### config.mk
export PLATFORM = sky130hd
export DESIGN_NAME = pc_sequencer
export DESIGN_NICKNAME = d
export VERILOG_FILES = /design/src/rtl/pc_sequencer.sv
export SDC_FILE = /design/constraint.sdc
export NUM_CORES = 1
export LEC_CHECK = 0
export CORE_MARGIN = 1
export CORE_UTILIZATION = 43
export DETAILED_ROUTE_END_ITERATION = 10
export GPL_ROUTABILITY_DRIVEN = 0
export MAX_ROUTING_LAYER = met4
export PLACE_DENSITY = 0.79
export SLEW_MARGIN = 20
export SYNTH_ARGS = -nofsm -noshare
export SYNTH_HDL_FRONTEND = slang
export SYNTH_SLANG_ARGS = --single-unit
### constraint.sdc
create_clock -name Clk -period 1.76 [get_ports Clk]
set_input_delay 0.528 -clock Clk [delete_from_list [all_inputs] [get_ports Clk]]
set_output_delay 0.528 -clock Clk [all_outputs]
set_load 0.1 [all_outputs]
### src/rtl/pc_sequencer.sv
// Program-counter sequencer: drives fetch PC, branch-LUT lookups and run/done status.
// Optional watchdog compiled in with `define SEQ_WATCHDOG_EN (forces DONE on counter saturation).
module pc_sequencer #(
  parameter int PC_W   = 8,
  parameter int WDOG_W = 12
) (
  input  logic            Clk,
  input  logic            Reset,
  input  logic            Start,
  input  logic [1:0]      ProbSel,
  input  logic            Halt,
  input  logic            BrReq,
  input  logic            BrTaken,
  input  logic            BrLoop,
  input  logic [3:0]      BrIdx,
  input  logic [PC_W-1:0] Jump,
  output logic [1:0]      LutProblem,
  output logic            LutLoop,
  output logic [3:0]      LutJptrCon,
  output logic [2:0]      LutJptrB,
  output logic [PC_W-1:0] PC,
  output logic            Stall,
  output logic            Busy,
  output logic            Done,
  output logic            Err,
  output logic            Timeout
);

  typedef enum logic [1:0] {S_IDLE, S_RUN, S_REDIR, S_DONE} state_t;

  state_t          state_q, state_d;
  logic [PC_W-1:0] pc_q, pc_d;
  logic [1:0]      prob_q, prob_d;
  logic            loop_q, loop_d;
  logic [3:0]      con_q, con_d;
  logic [2:0]      lb_q, lb_d;
  logic            err_q, err_d;

  logic            idx_legal;
  logic            start_ok;
  logic            busy_w;
  logic            wdog_expire;
  logic [PC_W-1:0] pc_inc;

  assign busy_w   = (state_q == S_RUN) || (state_q == S_REDIR);
  assign start_ok = Start && (ProbSel != 2'd3) &&
                    ((state_q == S_IDLE) || (state_q == S_DONE));
  assign pc_inc   = pc_q + {{(PC_W-1){1'b0}}, 1'b1};

  // Loop table is addressed by the low three index bits only.
  always_comb begin
    idx_legal = 1'b0;
    case (prob_q)
      2'd0:    idx_legal = BrLoop ? (BrIdx[2:0] <= 3'd3) : (BrIdx <= 4'd10);
      2'd1:    idx_legal = BrLoop ? 1'b1 : (BrIdx <= 4'd7);
      default: idx_legal = BrLoop ? 1'b1 : (BrIdx <= 4'd8);
    endcase
  end

  always_comb begin
    state_d = state_q;
    pc_d    = pc_q;
    prob_d  = prob_q;
    loop_d  = loop_q;
    con_d   = con_q;
    lb_d    = lb_q;
    err_d   = err_q;
    case (state_q)
      S_IDLE, S_DONE: begin
        if (Start) begin
          if (ProbSel != 2'd3) begin
            prob_d  = ProbSel;
            pc_d    = '0;
            err_d   = 1'b0;
            state_d = S_RUN;
          end else begin
            err_d = 1'b1;
          end
        end
      end
      S_RUN: begin
        if (wdog_expire) begin
          state_d = S_DONE;
        end else if (Halt) begin
          state_d = S_DONE;
        end else if (BrReq && BrTaken && idx_legal) begin
          loop_d  = BrLoop;
          con_d   = BrIdx;
          lb_d    = BrIdx[2:0];
          state_d = S_REDIR;
        end else begin
          pc_d = pc_inc;
          if (&pc_q) err_d = 1'b1;
          if (BrReq && BrTaken) err_d = 1'b1;
        end
      end
      S_REDIR: begin
        if (wdog_expire) begin
          state_d = S_DONE;
        end else begin
          pc_d    = Jump;
          state_d = S_RUN;
        end
      end
      default: state_d = S_IDLE;
    endcase
  end

  always_ff @(posedge Clk) begin
    if (Reset) begin
      state_q <= S_IDLE;
      pc_q    <= '0;
      prob_q  <= 2'd0;
      loop_q  <= 1'b0;
      con_q   <= 4'd0;
      lb_q    <= 3'd0;
      err_q   <= 1'b0;
    end else begin
      state_q <= state_d;
      pc_q    <= pc_d;
      prob_q  <= prob_d;
      loop_q  <= loop_d;
      con_q   <= con_d;
      lb_q    <= lb_d;
      err_q   <= err_d;
    end
  end

`ifdef SEQ_WATCHDOG_EN
  logic [WDOG_W-1:0] wdog_q;
  logic              tmo_q;

  assign wdog_expire = busy_w && (&wdog_q);

  always_ff @(posedge Clk) begin
    if (Reset) begin
      wdog_q <= '0;
      tmo_q  <= 1'b0;
    end else if (start_ok) begin
      wdog_q <= '0;
      tmo_q  <= 1'b0;
    end else if (busy_w) begin
      wdog_q <= wdog_q + {{(WDOG_W-1){1'b0}}, 1'b1};
      if (&wdog_q) tmo_q <= 1'b1;
    end
  end

  assign Timeout = tmo_q;
`else
  assign wdog_expire = 1'b0;
  assign Timeout     = 1'b0;
`endif

  assign PC         = pc_q;
  assign LutProblem = prob_q;
  assign LutLoop    = loop_q;
  assign LutJptrCon = con_q;
  assign LutJptrB   = lb_q;
  assign Stall      = (state_q == S_REDIR);
  assign Busy       = busy_w;
  assign Done       = (state_q == S_DONE);
  assign Err        = err_q;

endmodule

== Word level (Yosys, flattened, before mapping) ==
Index checks and enable logic that the tools add are counted.
Cells by class
  $add $sub $neg: 1
  $mul: 0
  div/mod/pow operators: 0
  magnitude comparators: 4
  eq/ne operators: 11
  shift operators: 0
  muxes and demuxes: 21
  bitwise logic cells: 1
  reductions and logical operators: 13
Operators by type and width (number)
  $mux W8: 4
  $pmux W8 S3: 1
  $ne A2 B2 Y1 const B: 5
  $mux W1: 9
  $reduce_and A3 Y1: 3
  $add A8 B1 Y8 const B: 1
  $le A4 B4 Y1 const B: 2
  $mux W2: 4
  $reduce_and A8 Y1: 1
  $pmux W2 S3: 1
  $reduce_and A5 Y1: 1
  $eq A2 B1 Y1 const B: 2
  $eq A2 B2 Y1 const B: 2
  $le A4 B3 Y1 const B: 1
  $logic_not A2 Y1: 2
  $pmux W1 S2: 2
  $reduce_and A4 Y1: 1
  $le A3 B2 Y1 const B: 1
  $ne A3 B1 Y1 const B: 1
  $ne A3 B2 Y1 const B: 1
  $logic_and A1 B1 Y1: 2
  $reduce_bool A2 Y1: 1
  $reduce_or A2 Y1: 1
  $logic_or A1 B1 Y1: 1
  $not A1 Y1: 1
Word-level totals
  register bits: 21
  latch bits: 0
  bits in writable memories: 0
  memory bits (read-only): 0
  output and inout port bits: 23
  logic and storage cells: 58
  memories: 0

== Depth between registers and ports, before layout ==
  depth in word-level cells: 7
  depth in mapped cells: 7
  mapped depth without buffers: 6

== Least setup slack after synthesis ==
No wires, ideal clock.
  kind: reg2reg
  start: register prob_q[1] (netlist: LutProblem[1])
  end: register con_q[0] (netlist: LutJptrCon[0])
  setup time: 0.128 ns
  arrival: 2.076 ns
  data required time: 1.632 ns
  setup slack: -0.443 ns
  stages on the path, launching flop included: 6
  buffers on the path: 0
  clock period less this slack: 2.203 ns
  path through: dfxtp_1 -> nor4b_2 -> o311ai_2 -> nor2_4 -> mux2i_1 -> nor2_1
On the way
  cells in the longest elaborated chain, start to end: 4
  elaborated cells on any way between the ends: 5
Ends and longest elaborated chain
  start, declared: RTL line 33  | logic [1:0] prob_q, prob_d;
  start signal, assigned: RTL line 121  | prob_q <= prob_d;
  $eq A2 B1 Y1 / $logic_not A2 Y1 (equally long branches): RTL line 53  | case (prob_q)
  $pmux W1 S2 (*): RTL line 53
  $logic_and A1 B1 Y1 (*): RTL line 86  | end else if (BrReq && BrTaken && idx_legal) begin
  $reduce_and A3 Y1 (no line) (*)
  end signal, assigned: RTL line 123  | con_q <= con_d;
  end, declared: RTL line 35  | logic [3:0] con_q, con_d;
Every way passes the cells marked *; elsewhere a longest branch is shown, timed or not.
A chain may end at the register's enable or synchronous reset.

== Final worst setup path ==
  start: register state_q[0]
  end: output port Busy
On the way
  cells in the longest elaborated chain, start to end: 2
  elaborated cells on any way between the ends: 3
Ends and longest elaborated chain
  start, declared: RTL line 31  | state_t state_q, state_d;
  start signal, assigned: RTL line 119  | state_q <= state_d;
  $eq A2 B1 Y1 / $eq A2 B2 Y1 (equally long branches): RTL line 45  | assign busy_w = (state_q == S_RUN) || (state_q == S_REDIR);
  $logic_or A1 B1 Y1 (*): RTL line 45
  end, declared: RTL line 23  | output logic Busy,
Marked as above.

==> results.md <==
- Root Buffer: clkbuf_4
- Final setup TNS: 0 ns
- Nets@finish: 211
- Drc violations: 0
- Hold_ws: 0.517 ns
- Initial DRC count: 28
- Antenna violations before repair: 0
- Final Max Tran Viols: 0
- FP Rows: 18
- Hold wc startpoint: PC[6]$_SDFFE_PP0P_
- Mux cell area share after synthesis: 0.0451
- CTS clk-pin slew, worst paths: 0.11 ns
- Top_reg_cell synth: dfxtp_1
- PwrDens: 794 nW/um^2
- Worst R2R Setup Slack: 0.13 ns
- Hold path depth: 2
- End of the worst register-to-register path: LutJptrCon[0]$_SDFFE_PP0P_
- # IOs: 44
- Crit start category: flip-flop
- H-tree depth: 1
- CP Buf/Inv Count: 3
- Final hold vios: 0
- Post-synthesis average cell area: 8.40 um^2
- Worst vdd ir: 0.622 mV
- Clk sink count: 18
- Fillers: 138
- Register area share after synthesis: 0.325
- Met1 GRT Util: 0.325
- Peak Freq: 0.573 GHz
- Setup violators final: 0
- Clk_skew: 0.00113 ns
- Reg2Reg Depth: 6
- Yosys warns: 0
- Busiest metal layer after global routing: met2
- Most common cell after layout, fill and taps aside: buf_12
- Most frequent cells in the layout: buf_12 (22), nand2_1 (16), clkdlybuf4s50_1 (15), buf_4 (15), nor2_1 (14)
- Worst-Skew Late Latency: 0.30 ns
- Core area: 2450 um^2
- Routed via count: 1,217
- DP HPWL: 2.26 mm
- Delay-heaviest family, CP: flip-flops
- Starting Density: 0.452
- Outcome: completed
- Post-Syn Area: 1110 um^2
- Worst Path Required: 1.23 ns
- WL final: 3.29 mm
- # hold bufs at CTS: 0
- Worst hold path endpoint: PC[6]$_SDFFE_PP0P_
- Crit path time final: 1.75 ns
- RSZ-0062 raised after global routing: yes
- Hold crit path type: flip-flop to flip-flop
- CP peak stage delay: 0.35 ns
- Antenna diode count: 0
- Area growth syn-to-layout: 80.1%
- Crit path max fanout: 2
- Syn_nets: 157
- Reg-to-Reg Start: LutProblem[1]$_SDFFE_PP0P_
- Post-synth ARST share: 0
- CTS buffer count: 3
- MaxCap Viol Count: 0
- Met2 Use GR: 0.481
- Largest family of logic cells by synthesized area: simple AND/OR/NAND/NOR gates
- Distinct cells, synth: 41
- Cells after synthesis: 132
- Clock buffer depth: 2
- Vert. Die Dim: 52.8 um
- Leak: 0.753 nW
- Final period util: 0.992
- Vias per inst: 5.66
- Worst path cell trace: inv_2 -> ha_4 -> clkinvlp_4 -> buf_12
- Complex-gate fraction of the synthesized area: 0.243
- Port bufs: 42
- First-pass detailed-route iteration total: 4
- Vias in the first global route: 1,178
- GRT overflow: 0
- Slowest-stage cell, CP: dfxtp_2
- Setup crit end kind: output pin
- Wire per inst: 15.3 um
- Worst Path Arrival: 1.22 ns
- Met3 GRT Util: 0.0290
- Largest net degree at the start of global routing: 19
- First-pass GRT wire length: 5.43 mm
- Number of nets with antenna violations after routing: 0
- Gr usage total: 0.281
- Post-synth EDFFs: 0
- Die area: 2790 um^2
- Setup Crit Path Kind: flip-flop to output pin
- Synth Area in Simple Gates: 0.257
- Area after DPL: 1850 um^2
- Layout cell share with drive strength beyond 1: 0.416
- Final instance area: 2000 um^2
- XOR/XNOR share of the synthesized area: 0.0237
- CTS tree: done
- Post-synthesis adder-cell area fraction: 0.0451
- Die X: 52.8 um
- Number of register bits inferred by synthesis: 18
-- worst reg2reg max path: cells and delay by family, from the launching register on --
kind,cells,cell delay [ns]
AOI/OAI and AO/OA,2,0.43
DFF,1,0.39
buffers and inverters,1,0.20
muxes,1,0.22
and+or+nand+nor,2,0.29
-- synthesized netlist by cell type (all sizes together), types with 5 or more instances --
cell	instances	share of area
nor2	15	0.058
dfxtp	18	0.33
o21ai	5	0.023
nand2	16	0.054
nand3	5	0.027
mux2i	5	0.045
a22oi	5	0.034
a21oi	10	0.049
-- per-layer routing --
metal  share of wire  up-vias
li1                -      573
met1            0.39      580
met2            0.52       55
met3           0.053        9
met4           0.029        0
met5               0        -
-- state kept, by name, summed over array words and instances, names as in the netlist --
register / cells
state_q: 2
LutLoop: 1
LutJptrCon: 4
LutProblem: 2
Err: 1
PC: 8
-- repair_timing --
action | 4_1_cts | 5_1_grt
setup buffers | 3 | 1
pin swaps | 6 | 4
gates resized for setup | 16 | 14
endpoints found under the setup margin | 18 | 17
-- area by class of cell --
class | count | area [um^2] | area share
Multi-Input combinational cell | 101 | 774 | 0.388
Timing Repair Buffer | 57 | 743 | 0.372
Tap cell | 30 | 37.5 | 0.0188
Sequential cell | 18 | 383 | 0.192
Clock buffer | 4 | 36.3 | 0.0182
Inverter | 5 | 22.5 | 0.0113
-- power by group --
| group | internal, mW | total [mW] | switching [mW] |
|---|---|---|---|
| Clock | 0.126 | 0.265 | 0.139 |
| Combinational | 0.339 | 0.836 | 0.497 |
| Sequential | 0.438 | 0.484 | 0.0456 |
| Total | 0.904 | 1.59 | 0.682 |
-- worst max path at each step --
stage,from,to,cells past startpoint
floorplan,PC[1]$_SDFFE_PP0P_,PC[7]$_SDFFE_PP0P_,4
global placement,BrIdx[0],LutJptrCon[0]$_SDFFE_PP0P_,6
detailed placement,BrIdx[0],LutJptrCon[2]$_SDFFE_PP0P_,6
CTS,state_q[0]$_SDFFE_PP0P_,Busy,4
global route,state_q[0]$_SDFFE_PP0P_,Busy,4
finish,state_q[0]$_SDFFE_PP0P_,Busy,4
-- cell families after synthesis --
family                   count (synthesis)
other                                    1
flip-flops                              18
multiplexers                             5
XOR/XNOR                                 3
adder cells (fa/ha/maj)                  4
AO/OA/AOI/OAI                           34
buffers and inverters                   13
AND/OR/NAND/NOR                         54
-- through the flow --
step	std cells	util	total power [mW]	setup slack [ns]
2_1_floorplan	132	-	0.954	0.0106
3_3_place_gp	207	0.754	1.23	-0.490
3_5_place_dp	207	0.754	1.25	-0.553
4_1_cts	214	0.803	1.56	0.00742
5_1_grt	215	0.813	1.65	-0.0324
6_report	215	0.813	1.59	0.0137
Power figures use the tool's default switching activity.
